**config.mk**
```make
export PLATFORM = sky130hd
export DESIGN_NAME = alu_flat
export DESIGN_NICKNAME = d
export VERILOG_FILES = /design/src/rtl/alu_if.sv /design/src/rtl/alu.sv /design/src/flat_wrapper.sv
export SDC_FILE = /design/constraint.sdc
export NUM_CORES = 1
export LEC_CHECK = 0
export BUFFER_PORTS_ARGS = -buffer_cell sky130_fd_sc_hd__buf_2
export CAP_MARGIN = 20
export CORE_UTILIZATION = 55
export DETAILED_ROUTE_END_ITERATION = 16
export PLACE_DENSITY = 0.72
export SLEW_MARGIN = 30
export SYNTH_ARGS = -nofsm -noshare
export SYNTH_HDL_FRONTEND = slang
export SYNTH_SLANG_ARGS = --single-unit
```
**constraint.sdc**
```tcl
create_clock -name clk -period 0.8 [get_ports clk]
set_input_delay 0.04 -clock clk [delete_from_list [all_inputs] [get_ports clk]]
set_output_delay 0.04 -clock clk [all_outputs]
set_load 0.02 [all_outputs]
```
**src/rtl/alu_if.sv**
```systemverilog
// Operand/opcode and result/flag bundle for the registered ALU.
// The master drives the operation; the slave (the ALU) returns the registered result.
interface alu_if;
    logic [7:0] A;
    logic [7:0] B;
    logic [3:0] Sel;
    logic [7:0] Out;
    logic [3:0] Flag;

    modport master (
        output A,
        output B,
        output Sel,
        input  Out,
        input  Flag
    );

    modport slave (
        input  A,
        input  B,
        input  Sel,
        output Out,
        output Flag
    );
endinterface

```
**src/rtl/alu.sv**
```systemverilog
// 8-bit registered ALU: combinational op decode into a single output register stage.
// Flag = {V, N, Z, C}; Z and N always follow the result, C/V depend on the op.
module alu (
    input  logic   clk,
    input  logic   rst_n,
    alu_if.slave   bus
);
    localparam logic [3:0] OP_ADD  = 4'h0;
    localparam logic [3:0] OP_SUB  = 4'h1;
    localparam logic [3:0] OP_MUL  = 4'h2;
    localparam logic [3:0] OP_DIV  = 4'h3;
    localparam logic [3:0] OP_SHL  = 4'h4;
    localparam logic [3:0] OP_SHR  = 4'h5;
    localparam logic [3:0] OP_AND  = 4'h6;
    localparam logic [3:0] OP_OR   = 4'h7;
    localparam logic [3:0] OP_XOR  = 4'h8;
    localparam logic [3:0] OP_XNOR = 4'h9;
    localparam logic [3:0] OP_NAND = 4'hA;
    localparam logic [3:0] OP_NOR  = 4'hB;
    localparam logic [3:0] OP_ROL  = 4'hC;
    localparam logic [3:0] OP_ROR  = 4'hD;
    localparam logic [3:0] OP_GT   = 4'hE;
    localparam logic [3:0] OP_EQ   = 4'hF;

    logic [7:0]  r_out;
    logic [3:0]  r_flag;

    logic [8:0]  w_sum;
    logic [7:0]  w_diff;
    logic [15:0] w_prod;
    logic [7:0]  w_quot;
    logic        w_shift_ok;
    logic [15:0] w_shl;
    logic [15:0] w_shr;
    logic [7:0]  w_res;
    logic        w_c;
    logic        w_v;

    assign w_sum      = {1'b0, bus.A} + {1'b0, bus.B};
    assign w_diff     = bus.A - bus.B;
    assign w_prod     = 16'(bus.A) * 16'(bus.B);
    assign w_quot     = (bus.B == 8'h00) ? 8'hFF : (bus.A / bus.B);
    assign w_shift_ok = (bus.B <= 8'd8);

    // Widened shifts leave the last bit shifted out at bit 8 (left) or bit 7 (right);
    // a zero shift amount naturally yields a zero carry.
    assign w_shl = w_shift_ok ? ({8'h00, bus.A} << bus.B[3:0]) : 16'h0000;
    assign w_shr = w_shift_ok ? ({bus.A, 8'h00} >> bus.B[3:0]) : 16'h0000;

    always_comb begin
        w_res = 8'h00;
        w_c   = 1'b0;
        w_v   = 1'b0;
        case (bus.Sel)
            OP_ADD: begin
                w_res = w_sum[7:0];
                w_c   = w_sum[8];
                w_v   = (bus.A[7] == bus.B[7]) && (w_sum[7] != bus.A[7]);
            end
            OP_SUB: begin
                w_res = w_diff;
                w_c   = (bus.A < bus.B);
                w_v   = (bus.A[7] != bus.B[7]) && (w_diff[7] != bus.A[7]);
            end
            OP_MUL: begin
                w_res = w_prod[7:0];
                w_c   = |w_prod[15:8];
                w_v   = |w_prod[15:8];
            end
            OP_DIV: begin
                w_res = w_quot;
                w_v   = (bus.B == 8'h00);
            end
            OP_SHL: begin
                w_res = w_shl[7:0];
                w_c   = w_shl[8];
            end
            OP_SHR: begin
                w_res = w_shr[15:8];
                w_c   = w_shr[7];
            end
            OP_AND:  w_res = bus.A & bus.B;
            OP_OR:   w_res = bus.A | bus.B;
            OP_XOR:  w_res = bus.A ^ bus.B;
            OP_XNOR: w_res = ~(bus.A ^ bus.B);
            OP_NAND: w_res = ~(bus.A & bus.B);
            OP_NOR:  w_res = ~(bus.A | bus.B);
            OP_ROL: begin
                w_res = {bus.A[6:0], bus.A[7]};
                w_c   = bus.A[7];
            end
            OP_ROR: begin
                w_res = {bus.A[0], bus.A[7:1]};
                w_c   = bus.A[0];
            end
            OP_GT:   w_res = (bus.A > bus.B) ? 8'h01 : 8'h00;
            OP_EQ:   w_res = (bus.A == bus.B) ? 8'h01 : 8'h00;
            default: w_res = 8'h00;
        endcase
    end

    always_ff @(posedge clk or negedge rst_n) begin
        if (!rst_n) begin
            r_out  <= 8'h00;
            r_flag <= 4'h0;
        end else begin
            r_out  <= w_res;
            r_flag <= {w_v, w_res[7], (w_res == 8'h00), w_c};
        end
    end

    assign bus.Out  = r_out;
    assign bus.Flag = r_flag;
endmodule

```
**src/flat_wrapper.sv**
```systemverilog
// flat-port wrapper written by rule: the top's interface ports become plain ports
module alu_flat 
  (clk, rst_n, bus_A, bus_B, bus_Sel, bus_Out, bus_Flag);
  alu_if bus_i ();
  input  logic clk;
  input  logic rst_n;
  input wire logic [$bits(bus_i.A)-1:0] bus_A;
  input wire logic [$bits(bus_i.B)-1:0] bus_B;
  input wire logic [$bits(bus_i.Sel)-1:0] bus_Sel;
  output wire logic [$bits(bus_i.Out)-1:0] bus_Out;
  output wire logic [$bits(bus_i.Flag)-1:0] bus_Flag;
  assign bus_i.A = bus_A;
  assign bus_i.B = bus_B;
  assign bus_i.Sel = bus_Sel;
  assign bus_Out = bus_i.Out;
  assign bus_Flag = bus_i.Flag;
  alu u_core (.clk(clk), .rst_n(rst_n), .bus(bus_i));
endmodule
```
==> metrics.md, run 1 <==
| Metric | Value |
|---|---|
| Outcome | `did not finish` |
| Failing step | `global routing` |
| Error | `[ERROR GRT-0232] Routing congestion too high. Check the congestion heatmap in the GUI.` |
| Cells after Synth | `819` |
| Congestion Overflow GR | `243` |
| I/O pins | `34` |
| Ranking of synthesized cells by area | `ha_1, fa_1, nor2_1` |
| Final GP Congestion | `1.06` |
| Post-synth EDFFs | `0` |
| Chip width | `109 um` |
| Clock Sinks | `11` |
| Clk root buf | `clkbuf_16` |
| Avg Cell Area, Syn | `7.69 sq um` |
| Cell taking the most area after synthesis | `ha_1` |
| Synth Flop Type | `dfrtp_1` |
| Worst_ep grt | `u_core.bus.Flag[1]$_DFF_PN0_/D` |
| PortBufs | `33` |
| H-tree level count | `1` |
| Die H | `109 um` |
| Rows | `38` |
| Pin count of the biggest net entering global routing | `31` |
| Sequential fraction of the synthesis area | `between 4 and 5%` |
| CTS max path bufs | `2` |
| Share of the synthesized area in the top cell type | `around 20%` |
| Total Routing Usage GR | `between 80% and 90%` |
| Synth unique cells | `71` |
| DPL Wire Length | `21600 um` |
| Syn_nets | `979` |
| WEP type | `register data pin` |
| Area of the mapped netlist | `0.00629 sq mm` |
| Post-synthesis register bit count | `11` |
| Total CTS buffers | `3` |
| Starting Density | `57.3%` |
| Async set-reset flop share out of synthesis | `100%` |
| Synth warn | `0` |
[layer usage]
layer | GRT overflow | track usage (%)
met1 | 4 | 85.6
met2 | 154 | 103
met3 | 6 | 73.3
met4 | 78 | 96.2
met5 | 1 | 48.2
[per-stage QoR]
| step | setup slack [ns] | utilization, % | cell area, sq um | hold slack (ns) | std cells |
|---|---|---|---|---|---|
| after floorplan | -8.37 | - | 6670 | -0.256 | 819 |
| after CTS | -8.51 | 86.7 | 9530 | 0.213 | 1242 |
| after global placement | -8.62 | 79.2 | 8700 | -0.0988 | 1208 |
| after detailed placement | -9.23 | 79.2 | 8700 | -0.0766 | 1208 |
[Yosys cell counts, types with 12 or more instances]
| cell | instances |
|---|---|
| fa_1 | 38 |
| nand2_1 | 55 |
| nand3_1 | 27 |
| a21oi_1 | 33 |
| xnor2_1 | 18 |
| clkbuf_1 | 33 |
| nor3_1 | 22 |
| xor2_1 | 13 |
| mux2i_1 | 14 |
| ha_1 | 100 |
| nor2_1 | 99 |
| o211ai_1 | 12 |
| o21a_1 | 17 |
| o21ai_0 | 25 |
| inv_1 | 81 |
[cell families after synthesis]
| group | Yosys count | share of synthesized area [%] |
|---|---|---|
| muxes | 38 | 8.37 |
| AOI/OAI and AO/OA | 190 | 21.6 |
| xor gates and xnor gates | 31 | 4.31 |
| and+or+nand+nor | 278 | 21.2 |
| buffers and inverters | 133 | 8.21 |
| adders and majority gates | 138 | 32.0 |
| DFF | 11 | 4.37 |
[timing repair]
action | CTS
cloned | 1
setup buffers | 29
pin swaps | 55
endpoints found under the setup margin | 14
endpoints found under the hold margin | 11
gates resized for setup | 105
hold buffers | 1
==> inputs of run 2 (changes only) <==
CORE_UTILIZATION = 40   (was 55)
PLACE_DENSITY = unset   (was 0.72)
PLACE_DENSITY_LB_ADDON = 0.15   (was unset)
==> run 2 against run 1 <==
The flow now finishes, with violations (negative setup slack). Synthesized cell count stayed put. Area after synthesis stayed put.
==> metrics.md, run 2 <==
| Metric | Value |
|---|---|
| Startpoint Class | `input pin` |
| Rel. slew slack | `43.0%` |
| Final GP Congestion | `0.988 (-6.9%)` |
| Synth Flop Type | `dfrtp_1` |
| Total wire length | `27200 um` |
| Most frequent cells in the layout | `buf_4, nor2_1, ha_1` |
| Post-Layout Inst Area | `0.00998 sq mm` |
| Post-synth EDFFs | `0 (unchanged)` |
| CP Data Required Time | `0.93 ns` |
| Pre-antenna DRT Iters | `5` |
| CTS clock-pin slew for the worst setup and hold paths | `roughly 0.04 ns` |
| Vias per cell | `around 5.7` |
| Synth warn | `0 (unchanged)` |
| Clk root buf | `clkbuf_16` |
| DP Area | `0.00880 sq mm (+1.2%)` |
| Worst Path Arrival | `9.48 ns` |
| Slew Viols, Final | `0` |
| Vias in the first global route | `around 7400` |
| Die ar. | `0.0162 sq mm` |
| Worst setup margin | `-8.54 ns` |
| CP dominant cell by count | `o21a_1` |
| Clock Sinks | `11 (unchanged)` |
| Starting Density | `41.3% (-16 points)` |
| Share of layout cells above drive strength 1 | `between 40% and 50%` |
| Routed Antenna Nets | `0` |
| Rows | `45 (+18%)` |
| Fmax | `0.107 GHz` |
| Crit Path Max Fanout | `5` |
| Vias | `7563` |
| PortBufs | `33 (unchanged)` |
| Congestion Overflow GR | `0` |
| Most frequent cell after synthesis | `ha_1` |
| Total CTS buffers | `3 (unchanged)` |
| Ranking of synthesized cells by area | `ha_1, fa_1, nor2_1` |
| I/O pins | `34 (unchanged)` |
| Final net count | `1279` |
| Violated checks | `negative setup slack` |
| Leakage | `4.73 nW` |
| CTS max path bufs | `2 (unchanged)` |
| Area of the mapped netlist | `0.00629 sq mm (unchanged)` |
| N_diodes | `0` |
| Max incr delay on CP | `approximately 0.56 ns` |
| Post-synthesis register bit count | `11 (unchanged)` |
| Share of the synthesized area in the top cell type | `19.9% (unchanged)` |
| Final core occ | `around 65%` |
| Max FFs per register | `7` |
| Async set-reset flop share out of synthesis | `100% (unchanged)` |
| DPL Wire Length | `21200 um (-1.9%)` |
| Outcome | `finished, violations left` |
| Pin count of the biggest net entering global routing | `29` |
| Crit end category | `register` |
| Chip width | `127 um (+17%)` |
| Sequential fraction of the synthesis area | `4.37% (unchanged)` |
| Slowest CP cell | `or4_4` |
| Syn_nets | `979 (unchanged)` |
| Critical path class | `in2reg` |
| Worst hold path class | `in2async` |
| Starting DRC count in detailed routing | `510` |
| Synth unique cells | `71 (unchanged)` |
| Avg Cell Area, Syn | `7.69 sq um (unchanged)` |
| Cells after Synth | `819 (unchanged)` |
| Total Routing Usage GR | `33.1%` |
| Setup TNS | `-56.87 ns` |
| Initial antenna violation count | `0` |
| Slew @ Worst Pin | `between 0.8 and 0.9 ns` |
| Synth-to-Final Area Change | `58.5%` |
| Final setup vio count | `13` |
| PwrDens | `1380 mW/mm^2` |
| Cell taking the most area after synthesis | `ha_1` |
| Final Hold Vio Count | `0` |
| Die H | `127 um (+17%)` |
| Core outline area | `about 0.015 sq mm` |
| Worst IR Drop VDD | `2.51 mV` |
| Final worst-path cycle share | `1170%` |
| WL/cell | `between 20 and 25 um` |
| RSZ-0062 raised after global routing | `yes` |
| First-pass GRT wire length | `between 40000 and 50000 um` |
| Synth top cells by count | `ha_1, nor2_1, inv_1` |
| H-tree level count | `1 (unchanged)` |
| Max_cap viols | `0` |
| Clock period minus worst slack | `9.34 ns` |
| Drt drc | `0` |
| CTS tree | `built` |
| Most common cell after layout, fill and taps aside | `buf_4` |
-- run 2: cell counts after synthesis --
No cell type changed its count.
-- run 2: final cells by class --
cell class / count / area [sq um]
fill: 1292 / 5280
inverter: 90 / 377
sequential: 11 / 275
timing repair buffer: 337 / 2760
tap: 211 / 264
clock buffer: 4 / 78.8
multi-input combinational: 676 / 6220
-- run 2: kinds of logic after synthesis --
family | Yosys count | share of synthesized area (%)
xor gates and xnor gates | 31 | 4.31
and+or+nand+nor | 278 | 21.2
DFF | 11 | 4.37
adders and majority gates | 138 | 32.0
muxes | 38 | 8.37
AOI/OAI and AO/OA | 190 | 21.6
buffers and inverters | 133 | 8.21
-- run 2: per-stage QoR --
stage          worst slack, ns  std cells  hold WS (ns)  total power [mW]
2_1_floorplan            -8.37        819        -0.256              6.77
3_3_place_gp             -8.77       1281       -0.0943              10.6
3_5_place_dp             -9.18       1281       -0.0912              10.8
4_1_cts                  -8.48       1314         0.208              12.7
5_1_grt                  -8.96       1329         0.237              14.9
6_report                 -8.54       1329         0.221              13.7
-- run 2: layer usage --
metal	part of all wire, %	global-route usage [%]	up-vias
met5	0	0	-
li1	-	-	3540
met2	47	56.4	328
met1	42	44.1	3633
met4	4.5	11.9	0
met3	5.9	2.39	62
-- run 2: power by group --
part	total, mW	internal [mW]	switching (mW)	leakage (nW)
clock network	0.883	0.666	0.216	0.0382
registers	0.670	0.640	0.0302	0.140
logic	12.2	6.21	5.96	4.55
-- run 2: path summary, 6_finish.rpt --
kind	endpoint	slack (ns)	startpoint	cells after the start
max in group asynchronous	u_core.bus.Out[3]$_DFF_PN0_	0.39	rst_n	2
min	u_core.bus.Flag[2]$_DFF_PN0_	0.22	rst_n	2
min in group clk	u_core.bus.Flag[3]$_DFF_PN0_	0.49	bus_Sel[0]	6
max	u_core.bus.Flag[1]$_DFF_PN0_	-8.54	bus_B[5]	44
-- run 2: timing repair --
item                       CTS  global route
hold endpoints to repair    11             0
setup endpoints to repair   12            16
resized for setup           92            69
hold buffers                 1             0
pin swaps                   37            48
gates cloned                 2             0
buffers inserted            28            15
-- run 2: critical path, delay by kind of cell --
kind	cells	cell delay [ns]
buffers and inverters	2	0.24
muxes	5	1.51
and+or+nand+nor	9	2.10
AOI/OAI and AO/OA	21	3.83
adders and majority gates	7	1.76
Power figures use the tool's default switching activity.
